$ cat config.mk
export PLATFORM = sky130hd
export DESIGN_NAME = load_unit
export DESIGN_NICKNAME = d
export VERILOG_FILES = /design/src/rtl/load_pkg.sv /design/src/rtl/load_extend.sv /design/src/rtl/load_unit.sv
export SDC_FILE = /design/constraint.sdc
export NUM_CORES = 1
export LEC_CHECK = 0
export CORE_ASPECT_RATIO = 1.1
export CORE_MARGIN = 4
export CORE_UTILIZATION = 36
export DETAILED_ROUTE_END_ITERATION = 10
export PLACE_DENSITY_LB_ADDON = 0.3
export SETUP_SLACK_MARGIN = 0.02
export SLEW_MARGIN = 20
export SYNTH_ARGS = -nofsm -noshare
export SYNTH_HDL_FRONTEND = slang
export SYNTH_SLANG_ARGS = --single-unit
$ cat constraint.sdc
create_clock -name clk -period 0.8 [get_ports clk]
set_input_delay 0.24 -clock clk [delete_from_list [all_inputs] [get_ports clk]]
set_output_delay 0.24 -clock clk [all_outputs]
set_load 0.03 [all_outputs]
$ cat src/rtl/load_pkg.sv
// load_pkg: load-type codes shared by the load unit and its users.
package load_pkg;
  typedef enum logic [2:0] {
    LD_NONE = 3'b000,
    LD_B    = 3'b001,
    LD_H    = 3'b010,
    LD_W    = 3'b011,
    LD_BU   = 3'b100,
    LD_HU   = 3'b101
  } load_kind_t;
endpackage

$ cat src/rtl/load_extend.sv
// load_extend: sign/zero extension of a selected byte or halfword to 32 bits.
module load_extend (
  input  logic [15:0] field,
  input  logic        half,
  input  logic        sgn,
  output logic [31:0] ext
);
  always_comb ext = half ? {{16{sgn & field[15]}}, field} : {{24{sgn & field[7]}}, field[7:0]};
endmodule

$ cat src/rtl/load_unit.sv
// load_unit: load-data alignment/extension with a registered result.
// Optional misalignment flag enabled by LOAD_MISALIGN_EN.
module load_unit
  import load_pkg::*;
(
  input  logic        clk,
  input  logic        rst_n,
  input  logic [31:0] addr_data,
  input  logic [1:0]  addr_rem,
  input  logic [31:0] alu_result,
  input  logic [2:0]  info_load,
  output logic [31:0] data
`ifdef LOAD_MISALIGN_EN
  ,
  output logic        misaligned
`endif
);
  load_kind_t  kind;
  logic [31:0] shifted, ext, next;
  logic        is_byte, is_half, sgn;
  logic        unused;
  assign kind    = load_kind_t'(info_load);
  // Shifting the word down by the offset puts the wanted field in the low bits.
  assign shifted = addr_data >> {addr_rem, 3'b000};
  assign is_byte = kind == LD_B || kind == LD_BU;
  assign is_half = (kind == LD_H || kind == LD_HU) && addr_rem != 2'b11;
  assign sgn     = kind == LD_B || kind == LD_H;
  assign next    = kind == LD_W ? addr_data : (is_byte || is_half) ? ext : '0;
  assign unused  = ^{alu_result, shifted[31:16]};
  load_extend u_extend (
    .field(shifted[15:0]),
    .half (is_half),
    .sgn  (sgn),
    .ext  (ext)
  );
  always_ff @(posedge clk or negedge rst_n)
    if (!rst_n) data <= '0;
    else data <= next;
`ifdef LOAD_MISALIGN_EN
  logic mis_next;
  assign mis_next = ((kind == LD_H || kind == LD_HU) && alu_result[0]) ||
                    (kind == LD_W && alu_result[1:0] != 2'b00);
  always_ff @(posedge clk or negedge rst_n)
    if (!rst_n) misaligned <= 1'b0;
    else misaligned <= mis_next;
`endif
endmodule

==> results.yml <==
floorplanning:
  core_um2: 4080
  dieArea_um2: 5470
  fp.dieW_um: 70.9
  fp.dieH_um: 77.2
  start_util: 0.383
  rows: 24
  io_pins: 103
pwr:
  clock_power_share: 0.338
  finalPower_mw: 5.03
  swShare: 0.286
  p_switching_mw: 1.44
  intPower_mw: 3.59
  comb_power_share: 0.299
  power_density_nw_per_um2: 1750
  pwr-share-seq: 0.363
  leakage_nw: 1.47
  peakVddDrop_v: 0.000864
setup_path:
  crit_chain: "buf_8 > mux4_2 > nand3_4 > o21ai_4 > buf_6 > a21o_1"
  critPathKind: "input port to register"
  critical_path_arrival_ps: 1340
  endpoint_kind: "register"
  startpoint_type: "input port"
  slowest_delay_ps: 540
  slowest_stage: "mux4_2"
  critical_path_required_ps: 970
  path_max_fanout: 4
status:
  violations: "setup timing"
  status: "finished, violations left"
timing:
  rsz0062_at_grt: "yes"
  final-hold-violation-count: 0
  timing.hold.ws_ps: 181
  fin_ws_ps: -371
  setup_viol: 64
  drv_slew: 0
  tightestPinTransition_ps: 360
  fin_crit_ps: 1170
  timing.fmax_mhz: 854
  maxSlewHeadroom: 0.760
  fin_crit_sh: 1.46
clock_network:
  cts_buffers: 5
  hold_buffers: 0
  cts_sinks: 32
  root_buffer: "clkbuf_8"
  cts.path.max_buffers: 2
  clk_pin_slew_worst_paths_ps: 60
  htreeDepth: 2
  cts_tree: "done"
finish:
  largest_reg_flops: 32
  layout_commonest_cell: "buf_6"
  layout_common_cells: "buf_6, dfrtp_1, buf_4"
  largest_register: "data"
  drive_above_1_share: 0.445
  antenna_cells: 0
  reg_top3: "data x32"
  fill_cells: 305
  syn_to_final_growth_pct: 83.5
  finish.net_count: 317
route:
  highest_layer: "met4"
  wl_met2_mm: 2.84
  m1WireLength_mm: 2.16
  drc: 0
  first_pass_iters: 5
  drt_iter0_markers: 101
  vias: 1602
  vias_per_cell: 5.36
  dr_wl_met3_um: 326
  ant_nets: 0
  routed_wl_mm: 5.46
  wl_per_cell_um: 18.3
placement:
  dp_hpwl_mm: 3.59
  routabilityCongestion: 0.865
  io_buffers: 70
yosys:
  synth_seq_area_share: 0.512
  synthAdderAreaFrac: 0
  yosys_register_bits: 32
  syn-cell-area_um2: 1570
  avgSynthCellArea_um2: 10.9
  synthCells: 144
  yosys_warnings: 0
  synth_top_family_by_area: "compound AO/OA/AOI/OAI gates"
  synth_mux_area_frac: 0.0655
  synth_nets: 215
  synth_xor_area_frac: 0
  synth_simple_gate_area_share: 0.129
  ys_types: 25
  synth_compound_gate_area_share: 0.253
global_routing:
  grt_max_degree: 33
  grt_pass1_vias: 1617
  overflow: 0
  grt_first_pass_wirelength_mm: 8.23
  antenna_found_initial: 0
  track_usage: 0.193
min_path:
  hp-class: "input port to register"
  hold_end: "data[7]"
  min-delay-start: "addr_data[7]"
  holdPathStages: 2
job:
  maxCapViolations: 0
[synthesized netlist by cell type, drive strengths merged]
cell type	number	share of area
dfrtp	32	0.51
nand2	17	0.041
a21o	16	0.077
o21ai	11	0.042
mux2i	8	0.051
nor2	8	0.019
nor2b	8	0.032
a211o	7	0.039
a211oi	7	0.034
a32o	7	0.045
clkbuf	7	0.017
buf	5	0.024
and3b	2	0.011
a22o	1	0.0056
and2	1	0.0040
mux4	1	0.014
nand3	1	0.0064
nand4	1	0.0040
nand4bb	1	0.0072
nor3b	1	0.0048
o211ai	1	0.0048
o22a	1	0.0056
[cell families (layout without fill, tap and decap cells)]
logic type | after synthesis | in the layout
and+or+nand+nor | 40 | 40
DFF | 32 | 32
muxes | 9 | 9
buffers and inverters | 12 | 115
AOI/OAI and AO/OA | 51 | 51
[worst max-delay path by stage]
stage                           start       end  slack [ps]  cells past startpoint
after CTS                 addr_rem[1]  data[23]        -370                      6
after floorplan           addr_rem[1]  data[21]        -620                      6
after global routing      addr_rem[1]  data[16]        -390                      6
final                     addr_rem[1]  data[16]        -370                      6
after detailed placement  addr_rem[1]  data[23]       -1170                      6
after global placement    addr_rem[1]  data[31]       -1100                      6
[timing repair]
item                                    CTS  global route
gates resized for setup                 122            17
endpoints found under the hold margin     0             0
endpoints found under the setup margin   64            64
pin swaps                                19             8
gates cloned                              3             0
setup buffers                             1             1
[routing by layer]
| layer | up-vias | GRT usage |
|---|---|---|
| met5 | - | 0 |
| met4 | 0 | 0.0883 |
| met3 | 14 | 0.0575 |
| met2 | 57 | 0.315 |
| met1 | 804 | 0.231 |
| li1 | 727 | - |
[power by group through the flow]
| stage | registers (mW) | clock network, mW | logic (mW) |
|---|---|---|---|
| 6_report | 1.83 | 1.70 | 1.50 |
| 4_1_cts | 1.83 | 1.73 | 1.44 |
| 2_1_floorplan | 2.11 | 0 | 0.332 |
| 3_5_place_dp | 1.83 | 0 | 1.30 |
| 5_1_grt | 1.84 | 1.82 | 1.58 |
| 3_3_place_gp | 1.83 | 0 | 1.28 |
[critical path, delay by kind of cell]
family / cells / cell delay, ps
multiplexers: 1 / 540
AO/OA/AOI/OAI: 2 / 240
buffers and inverters: 2 / 220
AND/OR/NAND/NOR: 1 / 110
[metrics by stage]
stage / area (um^2) / setup TNS, ps / util / cells / setup slack [ps]
2_1_floorplan: 1570 / -17430 / - / 144 / -621
3_3_place_gp: 2440 / -33500 / 0.597 / 286 / -1100
3_5_place_dp: 2440 / -35240 / 0.597 / 286 / -1170
4_1_cts: 2810 / -17830 / 0.688 / 298 / -366
5_1_grt: 2870 / -19680 / 0.703 / 299 / -393
6_report: 2870 / -18080 / 0.703 / 299 / -371
[layout make-up]
class	count	area [um^2]	share of cell area
clock buffers	7	96.3	0.0335
clock inverters	1	30.0	0.0105
multi-input cells	100	822	0.286
flip-flops and latches	32	801	0.279
well taps	52	65.1	0.0226
repair buffers	107	1060	0.368
Note: power is estimated with default switching activity, not from simulation.
